<file path="src/rtl/fifo_wr_arb.sv">
// Write-side arbiter for the async bridge FIFO: round-robin burst lock, full-gated write strobe.
// Define FIFO_WR_ARB_B2B_EN to drop the post-write gap cycle (only for FIFOs with a same-cycle exact full flag).
module fifo_wr_arb #(
   parameter int N_REQ     = 3,
   parameter int DATA_W    = 32,
   parameter int MAX_BURST = 4,
   localparam int ID_W     = $clog2(N_REQ),
   localparam int CNT_W    = $clog2(MAX_BURST + 1)
) (
   input  logic                      w_clk,
   input  logic                      w_rstn,
   input  logic [N_REQ-1:0]          req_valid,
   input  logic [N_REQ-1:0]          req_last,
   input  logic [N_REQ*DATA_W-1:0]   req_data,
   output logic [N_REQ-1:0]          req_ready,
   input  logic                      fifo_full,
   output logic                      fifo_w_inc,
   output logic [DATA_W-1:0]         fifo_w_data,
   output logic                      grant_vld,
   output logic [ID_W-1:0]           grant_id,
   output logic [CNT_W-1:0]          beat_cnt
);

   typedef enum logic {IDLE, BURST} state_t;

   state_t            state_reg, state_next;
   logic [ID_W-1:0]   grant_id_reg, grant_id_next;
   logic [ID_W-1:0]   last_id_reg, last_id_next;
   logic [CNT_W-1:0]  beat_cnt_reg, beat_cnt_next;
   logic              gap;
   logic              accept;
   logic              burst_end;
   logic [DATA_W-1:0] data_arr [N_REQ];

   // Lowest rotated offset from last_id+1 wins; the loop runs backwards so it is assigned last.
   function automatic logic [ID_W-1:0] rr_pick(input logic [N_REQ-1:0] valid,
                                               input logic [ID_W-1:0]  last);
      int idx;
      rr_pick = last;
      for (int k = N_REQ; k >= 1; k--) begin
         idx = int'(last) + k;
         if (idx >= N_REQ) idx = idx - N_REQ;
         if (valid[ID_W'(idx)]) rr_pick = ID_W'(idx);
      end
   endfunction

   genvar gi;
   generate
      for (gi = 0; gi < N_REQ; gi++) begin : g_req
         assign data_arr[gi]  = req_data[gi*DATA_W +: DATA_W];
         assign req_ready[gi] = accept && (grant_id_reg == ID_W'(gi));
      end
   endgenerate

   assign accept    = (state_reg == BURST) && req_valid[grant_id_reg] && !fifo_full && !gap;
   assign burst_end = accept && (req_last[grant_id_reg] ||
                                 (beat_cnt_reg == CNT_W'(MAX_BURST - 1)));

   // The full flag lags a write by one cycle, so a quiet cycle follows every accepted beat.
`ifdef FIFO_WR_ARB_B2B_EN
   assign gap = 1'b0;
`else
   logic gap_reg;

   always_ff @(posedge w_clk or negedge w_rstn) begin
      if (!w_rstn) gap_reg <= 1'b0;
      else         gap_reg <= accept;
   end

   assign gap = gap_reg;
`endif

   always_ff @(posedge w_clk or negedge w_rstn) begin
      if (!w_rstn) begin
         state_reg    <= IDLE;
         grant_id_reg <= '0;
         last_id_reg  <= ID_W'(N_REQ - 1);
         beat_cnt_reg <= '0;
      end else begin
         state_reg    <= state_next;
         grant_id_reg <= grant_id_next;
         last_id_reg  <= last_id_next;
         beat_cnt_reg <= beat_cnt_next;
      end
   end

   always_comb begin
      state_next    = state_reg;
      grant_id_next = grant_id_reg;
      last_id_next  = last_id_reg;
      beat_cnt_next = beat_cnt_reg;
      case (state_reg)
         IDLE: begin
            if (|req_valid) begin
               state_next    = BURST;
               grant_id_next = rr_pick(req_valid, last_id_reg);
               beat_cnt_next = '0;
            end
         end
         BURST: begin
            if (accept) beat_cnt_next = beat_cnt_reg + CNT_W'(1);
            if (burst_end) begin
               state_next   = IDLE;
               last_id_next = grant_id_reg;
            end
         end
         default: state_next = IDLE;
      endcase
   end

   always_comb begin
      fifo_w_inc  = accept;
      fifo_w_data = accept ? data_arr[grant_id_reg] : '0;
      grant_vld   = (state_reg == BURST);
   end

   assign grant_id = grant_id_reg;
   assign beat_cnt = beat_cnt_reg;

endmodule

</file>
<file path="config.mk">
export PLATFORM = sky130hd
export DESIGN_NAME = fifo_wr_arb
export DESIGN_NICKNAME = d
export VERILOG_FILES = /design/src/rtl/fifo_wr_arb.sv
export SDC_FILE = /design/constraint.sdc
export NUM_CORES = 1
export LEC_CHECK = 0
export CORE_AREA = 2 2 64 78
export CTS_BUF_LIST = sky130_fd_sc_hd__clkbuf_8
export DETAILED_ROUTE_END_ITERATION = 8
export DIE_AREA = 0 0 66 80
export MAX_ROUTING_LAYER = met4
export PLACE_DENSITY = 0.87
export SYNTH_ARGS = -nofsm -noshare
export SYNTH_HDL_FRONTEND = slang
export SYNTH_SLANG_ARGS = --single-unit
</file>
<file path="constraint.sdc">
create_clock -name w_clk -period 2.8 [get_ports w_clk]
set_input_delay 0.28 -clock w_clk [delete_from_list [all_inputs] [get_ports w_clk]]
set_output_delay 0.28 -clock w_clk [all_outputs]
set_load 0.005 [all_outputs]
</file>
Word-level counts from Yosys, hierarchy flattened. Cells that the tools add are included.

Bits in registers: 9. Output and inout port bits: 42. Word-level logic and storage cells: 77.

Add/subtract/negate cells: 7. Order comparisons: 8. Eq/ne operators: 5. Multiplexer cells: 35. Bitwise operators: 2. Reductions and logical operators: 15.

Operators with widths (number): $mux 32 (3); $bmux 32 s2 (1); $mux 2 (12); $lt 2x4->1 const B (3); $bmux 1 s2 (5); $mux 1 (10); $ge 3x2->1 const B (3); $logic_and 1x1->1 (7); $add 2x2->3 const B (2); $mux 3 (2); $pmux 3 s2 (1); $reduce_and 2->1 (3); $sub 2x2->2 const B (3); $add 2x1->3 const B (1); $add 3x1->3 const B (1); $eq 3x2->1 const B (1); $ge 3x3->1 const B (1); $lt 2x3->1 const B (1); $not 2->3 (1); $reduce_or 3->1 (1); $eq 2x1->1 const B (1); $eq 2x2->1 const B (1); $logic_not 1->1 (2); $logic_not 2->1 (1); other kinds (5) (5).

Depth between registers and ports, before layout. Gate-level depths: netlist of run 1.

Depth in word-level cells: 11. Gate-level depth with buffers: 6. Gate-level depth less buffers: 6.

Worst setup path after synthesis of run 1. OpenSTA, ideal clock, no wires.

Kind: register to output. From: register grant_id_reg[0], in the netlist grant_id[0]. To: output fifo_w_data[1]. Data arrival time: 1.633 ns. Required time: 2.520 ns. Slack: 0.887 ns. Cell stages (with the launch flop): 7. Cell sequence: dfrtp_1 > buf_6 > or4b_4 > a21oi_4 > nor2_2 > buf_2 > nor2_1.

Longest elaborated chain between the ends: 6. Elaborated cells on any way between the ends: 10. Classes of those cells: 6 x mux; 1 x bitwise; 3 x reduce/logical.

RTL lines: start: declaration (line 27) `logic [ID_W-1:0] grant_id_reg, grant_id_next;`; start signal: assignment (line 81) `grant_id_reg <= grant_id_next;`; $bmux 1 s2 (line 55) `assign accept = (state_reg == BURST) && req_valid[grant_id_reg] && !fifo_full && !gap;`; $mux 1 (implied by the code) (line 55); $logic_and 1x1->1 (3 in series) (line 55); $mux 32 (*) (line 113) `fifo_w_data = accept ? data_arr[grant_id_reg] : '0;`; end: declaration (line 18) `output logic [DATA_W-1:0] fifo_w_data,`.

Mark *: on every way between the ends. The rest lies on a longest branch, timed or not. The select of a mux whose other input is x is not followed.

Worst setup path in the final report of run 1.
From: input fifo_full. To: output fifo_w_data[25].

Longest elaborated chain between the ends: 4.

RTL lines: start: declaration (line 16) `input logic fifo_full,`; $logic_not 1->1 (line 55); $logic_and 1x1->1 (2 in series) (line 55); $mux 32 (line 113).

No other way between the ends.

==> results.py, run 1 <==
metrics = {
    "clock_tree": {
        "cts_sinks": 9,
        "post_cts_buffers": 0,
        "cts_buffer_depth": 2,
        "cts_tree": "done",
        "numCtsBuffers": 3,
        "htreeDepth": 1,
        "cts_root_buf": "clkbuf_8",
        "worstSkewPairLatency_ns": 0.23,
        "clkTransAtPathRegs_ns": 0.05,
    },
    "power_and_ir_drop": {
        "power_uw": 1830,
        "peakVddDrop_mv": 0.516,
        "total_leakage_power_uw": 0.00130,
        "pwr_density_cell_nw_per_um2": 609,
    },
    "sta": {
        "clock.fmax_mhz": 370,
        "slew_headroom": 0.600,
        "timing.final.max_slew_violations": 0,
        "hold_viol_final": 0,
        "finalCritPeriodShare": 0.964,
        "tightest_slew_ns": 0.599,
        "setup_violations": 0,
        "setup_tns_ns": 0,
        "finClkSkew_ns": 0.000612,
        "hold_ws_ns": 0.354,
        "grt_setup_unrepaired": "no",
        "period_needed_ns": 2.70,
        "layout_setup_ws_ns": 0.0997,
    },
    "synthesis": {
        "netlist_area_um2": 1420,
        "synth_top_area_share": 0.240,
        "synth_edf_count": 0,
        "synth_top_area_cell": "mux2i_1",
        "ys_seq_area_frac": 0.160,
        "synth_async_sr_flop_share": 1.00,
        "synth_flop_cell": "dfrtp_1",
        "postSynthCellCount": 201,
        "ys_types": 35,
        "synthTopCellsByArea": "mux2i_1 24%, dfrtp_1 14%, nor2_1 13%",
        "synth_warnings": 0,
        "synthesis.nets": 311,
        "ys_ff_latch": 9,
        "avgSynthCellArea_um2": 7.06,
    },
    "placed_design": {
        "post-place-ws_ns": 0.0111,
        "port_buffers": 146,
        "gp_congestion": 0.834,
        "hpwl_um": 4700,
        "dp.cells": 400,
    },
    "critical_path": {
        "crit_fanout": 11,
        "max_stage_delay_ns": 0.60,
        "critical-path-slowest-cell": "or4b_4",
        "critPathKind": "input port to output port",
        "path_cells": "clkdlybuf4s50_1 > or4b_4 > a21o_2 > o21ai_0 > clkdlybuf4s50_1",
        "required_ns": 2.52,
        "cp_common_cell": "clkdlybuf4s50_1",
        "crit_path_end_kind": "output port",
        "critPathBufInv": 2,
        "cp-start-kind": "input port",
        "cp.arrival_ns": 2.42,
        "path_delay_family": "buffers and inverters",
    },
    "worst_hold_path": {
        "hold_path.class": "input port to asynchronous set/reset pin",
    },
    "die": {
        "die_w_um": 66,
        "die-area_um2": 5280,
        "io_pins": 147,
        "rows": 27,
        "fp.dieH_um": 80,
        "start_util": 0.313,
        "core_area_um2": 4530,
    },
    "detailed_routing": {
        "vias_per_cell": 5.01,
        "wirelength_um": 5820,
        "drt_iter0_drc": 74,
        "ant_nets": 0,
        "drtPass1Iterations": 4,
        "drc": 0,
        "routedWlPerCell_um": 14.4,
        "vias": 2024,
    },
    "grt": {
        "antenna_found_initial": 0,
        "busiest_layer": "met2",
        "gr-total-overflow": 0,
        "grt_max_degree": 37,
        "grt_usage": 0.219,
        "grtUsageMet2": 0.392,
        "grt.met3_usage": 0.0465,
        "met1_usage": 0.251,
        "grt_pass1_wl_um": 9040,
        "first_global_vias": 1979,
    },
    "cells_and_area": {
        "instances_no_fill": 404,
        "area_growth_pct": 112,
        "largest_reg_flops": 3,
        "antenna_cells": 0,
        "num-nets-final": 457,
        "layout-drive-gt1-share": 0.0636,
    },
    "run_status": {
        "outcome": "completed",
    },
    "flow_run": {
        "max-cap-violations": 0,
    },
}
==> routing by layer <==
layer  vias up  part of all wire
met5         -                 0
met4         0             0.014
met3         8             0.081
met2       107              0.51
met1       918              0.40
li1        991                 -
==> where the power goes <==
group | internal (µW) | switching (µW)
clock network | 95.8 | 55.2
logic | 749 | 670
registers | 194 | 68.2
total | 1040 | 793
==> cell usage after synthesis, types with 2 or more instances <==
master    number
nor2_1        50
nand2b_1       2
inv_1          7
a21o_1         4
mux2_4         2
nor2b_1        2
ha_1           5
nand2_1       13
o21ai_0       16
mux2i_1       34
a221oi_1       2
a21oi_1       24
dfrtp_1        8
clkbuf_1       7
buf_2          5
==> timing repair <==
item                                   CTS  global route
resized for setup                        0             3
endpoints found under the hold margin    0             0
hold buffers                             0             0
setup endpoints to repair                0            23
==> final cells by class <==
type,count,area (µm²)
repair buffers,155,1530
fillers,384,1520
multi-input cells,171,1110
flip-flops and latches,9,228
well taps,58,72.6
clock buffers,3,41.3
inverters,7,26.3
clock inverters,1,3.75
==> cell usage in the layout (no fill, tap or decap), types with 2 or more instances in the layout <==
master,count
a21o_1,3
a21oi_1,24
a221oi_1,2
buf_4,9
clkbuf_8,3
clkdlybuf4s50_1,146
dfrtp_1,7
ha_1,5
inv_1,8
mux2_4,2
mux2i_1,34
nand2_1,13
nand2b_1,2
nor2_1,50
nor2b_1,2
o21ai_0,15
==> kinds of logic (layout without fill, tap and decap cells) <==
logic type | count (synthesis) | after routing | synth area share
simple gates | 73 | 73 | 0.227
compound gates | 57 | 57 | 0.243
mux | 36 | 36 | 0.261
buf+inv | 21 | 166 | 0.0653
flops | 9 | 9 | 0.160
fa+ha+maj | 5 | 5 | 0.0441
==> worst paths after layout <==
kind | startpoint | end | slack, ns | cells after the start
max | fifo_full | fifo_w_data[25] | 0.1 | 5
max reg2reg | grant_id[1] | last_id_reg[0] | 0.77 | 6
min in group w_clk | beat_cnt[0] | beat_cnt[0] | 0.53 | 1
min reg2reg | beat_cnt[0] | beat_cnt[0] | 0.53 | 1
min | w_rstn | beat_cnt[0] | 0.35 | 1
max in group asynchronous | w_rstn | last_id_reg[1] | 2.12 | 1
==> per-stage QoR <==
stage / util / cell area, µm²
6_report: 0.664 / 3010
4_1_cts: 0.663 / 3000
3_3_place_gp: 0.653 / 2960
3_5_place_dp: 0.653 / 2960
2_1_floorplan: - / 1420
5_1_grt: 0.664 / 3010
No activity file was read; power rests on OpenSTA's default activity.
==> run 2, diff against run 1 <==
==> config.mk (replaced) <==
export PLATFORM = sky130hd
export DESIGN_NAME = fifo_wr_arb
export DESIGN_NICKNAME = d
export VERILOG_FILES = /design/src/rtl/fifo_wr_arb.sv
export SDC_FILE = /design/constraint.sdc
export NUM_CORES = 1
export LEC_CHECK = 0
export CAP_MARGIN = 10
export CORE_AREA = 2 2 66 81
export CTS_BUF_LIST = sky130_fd_sc_hd__clkbuf_8
export DETAILED_ROUTE_END_ITERATION = 8
export DIE_AREA = 0 0 68 83
export MAX_ROUTING_LAYER = met4
export PLACE_DENSITY = 0.82
export SYNTH_ARGS = -nofsm -noshare
export SYNTH_HDL_FRONTEND = slang
export SYNTH_SLANG_ARGS = --single-unit
==> constraint.sdc (replaced) <==
create_clock -name w_clk -period 2.65 [get_ports w_clk]
set_input_delay 0.265 -clock w_clk [delete_from_list [all_inputs] [get_ports w_clk]]
set_output_delay 0.265 -clock w_clk [all_outputs]
set_load 0.005 [all_outputs]
==> run 2 against run 1 <==
  * Core utilization decreased by 3.6 points
  * Highest routed layer unchanged
  * Clock power is 7% higher
  * Sequential share of layout area shrank 0.075 points
  * Cell area increased by 1.0%
  * Global-route usage shrank 0.77 points
  * Largest cell class unchanged
  * Worst setup slack improved by 0.019 ns
  * Critical endpoint is now fifo_w_data[18]
  * Critical path type unchanged
  * Via count rose by 0.15%
  * Power grew 6.9%
  * First-iteration DRC count is 16% lower
  * Sequential cell count stayed put
  * Wire length fell by 0.84%
  * Die area increased by 6.9%
==> results.py, run 2 (synthesis gave the netlist of run 1 again) <==
metrics = {
    "flow_run": {
        "max-cap-violations": 0,
    },
    "critical_path": {
        "critical-path-slowest-cell": "or4b_4",
        "required_ns": 2.38,
        "path_cells": "clkdlybuf4s50_1 > or4b_4 > a21oi_4 > nor2_4 > nor2_1 > clkdlybuf4s50_1",
        "crit_path_end_kind": "output port",
        "cp_common_cell": "clkdlybuf4s50_1",
        "crit_fanout": 24,
        "critPathBufInv": 2,
        "cp.arrival_ns": 2.27,
        "path_delay_family": "buffers and inverters",
        "max_stage_delay_ns": 0.59,
        "critPathKind": "input port to output port",
        "cp-start-kind": "input port",
    },
    "clock_tree": {
        "numCtsBuffers": 3,
        "post_cts_buffers": 0,
        "htreeDepth": 1,
        "worstSkewPairLatency_ns": 0.24,
        "cts_buffer_depth": 2,
        "cts_root_buf": "clkbuf_8",
        "clkTransAtPathRegs_ns": 0.05,
        "cts_sinks": 9,
        "cts_tree": "done",
    },
    "cells_and_area": {
        "final_common_cell": "clkdlybuf4s50_1",
        "antenna_cells": 0,
        "final_cell_mix": "146 x clkdlybuf4s50_1, 49 x nor2_1, 34 x mux2i_1",
        "num-nets-final": 459,
        "n_fill_cell": 444,
        "area_growth_pct": 114,
        "largest_reg_flops": 3,
        "layout-drive-gt1-share": 0.0718,
    },
    "power_and_ir_drop": {
        "total_leakage_power_uw": 0.00131,
        "peakVddDrop_mv": 0.301,
        "pwr_density_cell_nw_per_um2": 645,
    },
    "sta": {
        "finClkSkew_ns": 0.00125,
        "slew_headroom": 0.609,
        "layout_setup_ws_ns": 0.119,
        "period_needed_ns": 2.53,
        "finalCritPeriodShare": 0.955,
        "hold_viol_final": 0,
        "grt_setup_unrepaired": "no",
        "tightest_slew_ns": 0.585,
        "timing.final.max_slew_violations": 0,
        "setup_violations": 0,
        "clock.fmax_mhz": 395,
        "setup_tns_ns": 0,
    },
    "die": {
        "die_w_um": 68,
        "die-area_um2": 5640,
        "core_area_um2": 4830,
        "start_util": 0.293,
        "fp.dieH_um": 83,
        "io_pins": 147,
        "rows": 28,
    },
    "grt": {
        "busiest_layer": "met2",
        "grt.met3_usage": 0.0420,
        "antenna_found_initial": 0,
        "grt_pass1_wl_um": 9140,
        "gr-total-overflow": 0,
        "met1_usage": 0.216,
        "grt_max_degree": 26,
        "grtUsageMet2": 0.387,
        "first_global_vias": 2072,
        "grt_usage": 0.212,
    },
    "placed_design": {
        "post-place-ws_ns": 0.00119,
        "hpwl_um": 4670,
        "port_buffers": 146,
        "gp_congestion": 0.807,
    },
    "detailed_routing": {
        "routedWlPerCell_um": 14.2,
        "vias_per_cell": 4.97,
        "drt_iter0_drc": 62,
        "drtPass1Iterations": 4,
        "drc": 0,
        "vias": 2027,
        "wirelength_um": 5770,
        "ant_nets": 0,
    },
    "worst_hold_path": {
        "hold_path.class": "input port to asynchronous set/reset pin",
    },
    "run_status": {
        "outcome": "completed",
    },
}
[run 2: cell types whose count changed in the layout (fill, tap and decap cells not counted), sizes merged]
| cell | previous run | this run |
|---|---|---|
| buf | 9 | 11 |
[run 2: worst paths after layout]
path                                    to  cells after the start   startpoint  slack [ns]
max reg2reg                 last_id_reg[0]                      5  grant_id[0]        0.79
max                        fifo_w_data[18]                      6    fifo_full        0.12
min in group w_clk             beat_cnt[0]                      1  beat_cnt[0]        0.52
max in group asynchronous   last_id_reg[1]                      1       w_rstn        1.98
min                                    gap                      1       w_rstn        0.34
min reg2reg                    beat_cnt[0]                      1  beat_cnt[0]        0.52
[run 2: power breakdown]
| part | switching [µW] | leakage (µW) | internal, µW |
|---|---|---|---|
| sequential | 70.6 | 0.000105 | 205 |
| clock | 61.0 | 0.0000269 | 101 |
| combinational | 712 | 0.00118 | 808 |
[run 2: metrics by stage]
stage               hold WS [ns]   util  instances  instance area (µm²)  total power [µW]
floorplan                -0.0306      -        201                 1420              1180
global placement           0.505  0.615        404                 2970              1760
detailed placement         0.519  0.615        404                 2970              1790
CTS                        0.356  0.625        408                 3020              1960
global route               0.367  0.628        408                 3040              2130
finish                     0.338  0.628        408                 3040              1960
[run 2: what timing repair did]
action,CTS,global route
hold buffers,0,0
setup endpoints to repair,2,14
gates resized for setup,1,9
[run 2: layout make-up]
class / count / area (µm²) / area share
Timing Repair Buffer: 157 / 1550 / 0.510
Multi-Input combinational cell: 171 / 1110 / 0.367
Sequential cell: 9 / 228 / 0.0750
Tap cell: 60 / 75.1 / 0.0247
Clock buffer: 3 / 41.3 / 0.0136
Inverter: 7 / 26.3 / 0.00865
Clock inverter: 1 / 3.75 / 0.00124
[run 2: per-layer routing]
| layer | up-vias | routed length (µm) |
|---|---|---|
| met3 | 8 | 538 |
| li1 | 996 | - |
| met2 | 105 | 3100 |
| met1 | 918 | 2040 |
| met5 | - | 0 |
| met4 | 0 | 97 |
==> patch (settings of run 2) <==
Put one more register stage on the output `beat_cnt`, without a reset. The value now appears one clock later. The other outputs are not delayed to match.
--- a/src/rtl/fifo_wr_arb.sv
+++ b/src/rtl/fifo_wr_arb.sv
@@ -116,5 +116,7 @@
 
    assign grant_id = grant_id_reg;
-   assign beat_cnt = beat_cnt_reg;
+   always_ff @(posedge w_clk) begin
+      beat_cnt <= beat_cnt_reg;
+   end
 
 endmodule
Formal check against the unedited RTL: not equivalent (a bounded check fails within 4 cycles, from zero or initial values and one cycle with w_rstn low).
==> patch against run 2 <==
- power up 4.5%
- wire length fell by 2.7%
- setup slack lost 39 ps
- first-iteration DRC count fell by 21%
- hold slack got worse by 2.9 ps
- sequential power increased by 25%
- final area rose by 2.1%
- synthesized area grew 4.2%
- sequential cell count up 3
- fmax down 1.5%
- critical endpoint is now fifo_w_data[27]
- largest cell class unchanged
==> patch: results (changes against run 2) <==
grt:
  number_of_global_route_vias_before_repair: 1983  # -4.3%
  grt_pass1_wl_um: 8840  # -3.3%
  grtUsageTotal: 0.201  # -0.0104
timing:
  hold_ws_ps: 335  # -2.90 ps
  slew-limit-headroom: 0.595  # -0.0148
  fin_skew_ps: 1.95  # +0.698 ps
placed_design:
  place.gp.congestion: 0.825  # +2.2%
  dp.cells: 407  # +0.74%
  post_dp_cell_area_um2: 3030  # +2.0%
  dp_hpwl_um: 4560  # -2.3%
  place.port_buffers: 146  # unchanged
finish:
  largest_register_ffs: 6  # +3
  non_filler_cells_in_the_finished_layout: 411  # +0.74%
  drive_gt1_frac: 0.0741  # +0.00223
  nFillCells: 439  # -1.1%
  num_antenna_cells: 0  # unchanged
  num-nets-final: 462  # +0.65%
logic_synthesis:
  yosysWarnings: 0  # unchanged
  postSynth.asyncResetShare: 0.750  # -0.250
  synth.top_cells.by_count: "sky130_fd_sc_hd__nor2_1 (50), sky130_fd_sc_hd__mux2i_1 (34), sky130_fd_sc_hd__a21oi_1 (24), sky130_fd_sc_hd__o21ai_0 (16), sky130_fd_sc_hd__nand2_1 (13)"
  yosysSeqAreaShare: 0.194  # +0.0341
  synth_fp_nets: 314  # +0.96%
  ys_types: 36  # +2.9%
  yosys-top-cells-area: "sky130_fd_sc_hd__mux2i_1 (23%), sky130_fd_sc_hd__dfrtp_1 (14%), sky130_fd_sc_hd__nor2_1 (13%)"
  synth_ff_type: "sky130_fd_sc_hd__dfrtp_1"
  netlist_instances: 204  # +1.5%
setup_path:
  worstReg2RegEnd: "last_id_reg[0]"
  rr_worst_depth: 6  # +1
  critical_path.reg2reg.startpoint: "grant_id[1]"
  worstPathMaxFanout: 11  # -54%
  timing.critical_path.arrival_ps: 2310  # +40 ps
  r2r_slack_ps: 670  # -120 ps
pwr:
  power.ir.vdd_worst_uv: 380  # +26%
  static-leakage-power_nw: 1.34  # +1.9%
route:
  drt_wl_total_um: 5620  # -2.7%
  detailedRoute.firstPassIterationCount: 5  # +1
  detail_route.vias_per_cell: 5.00  # +0.74%
  drt_iter0_drc: 49  # -21%
hold_path:
  min-delay-path-class: "in -> async"
clock_tree:
  maximum_level_of_the_cts_h_tree: 1  # unchanged
  worstSkewPairLatency_ps: 250
  cts.path.max_buffers: 2  # unchanged
run_status:
  status: "complete, no violations"
[patch: layout make-up]
| type | instances | share of cell area |
|---|---|---|
| Clock buffer | 4 | 0.0178 |
| Tap cell | 60 | 0.0242 |
| Multi-Input combinational cell | 171 | 0.358 |
| Sequential cell | 12 | 0.0928 |
| Inverter | 7 | 0.00847 |
| Timing Repair Buffer | 157 | 0.499 |
[patch: cells by family (layout without fill, tap and decap cells)]
group | count (synthesis) | after routing | synth area share
fa+ha+maj | 5 | 5 | 0.0423
buf+inv | 21 | 168 | 0.0626
mux | 36 | 36 | 0.250
simple gates | 73 | 73 | 0.217
flops | 12 | 12 | 0.194
compound gates | 57 | 57 | 0.234
[patch: how the worst max path moves through the flow]
| stage | from | to |
|---|---|---|
| final | fifo_full | fifo_w_data[27] |
| after global routing | fifo_full | fifo_w_data[27] |
| after CTS | fifo_full | fifo_w_data[13] |
| after detailed placement | fifo_full | fifo_w_data[3] |
| after global placement | fifo_full | fifo_w_data[3] |
| after floorplan | grant_id[0] | fifo_w_data[19] |
[patch: through the flow]
step | setup WS [ps] | setup TNS (ps) | power [mW] | util
after detailed placement | -44.8 | -80.7 | 1.83 | 0.627
after global routing | 9.24 | 0 | 2.23 | 0.641
after floorplan | 752 | 0 | 1.24 | -
final | 79.7 | 0 | 2.05 | 0.641
after CTS | 10.9 | 0 | 2.06 | 0.640
after global placement | -35.9 | -38.7 | 1.81 | 0.627
[patch: what timing repair did]
action / CTS / global route
gates resized for setup: 1 / 6
setup endpoints to repair: 20 / 14
buffers inserted: 0 / 0
[patch: critical path, cell delays in order]
cell and delay (ps):
sky130_fd_sc_hd__clkdlybuf4s50_1 430, sky130_fd_sc_hd__or4b_4 590, sky130_fd_sc_hd__a21o_2 290, sky130_fd_sc_hd__o21ai_0 190
sky130_fd_sc_hd__clkdlybuf4s50_1 540
[patch: where the power goes]
group          internal, mW  switching [mW]
sequential            0.268          0.0761
combinational         0.797           0.701
clock                 0.132          0.0727
total                  1.20           0.850
[patch: per-layer routing]
layer / part of all wire / global-route usage
met1: 0.38 / 0.219
met2: 0.52 / 0.369
met3: 0.088 / 0.0352
met4: 0.014 / 0.0400
met5: 0 / -
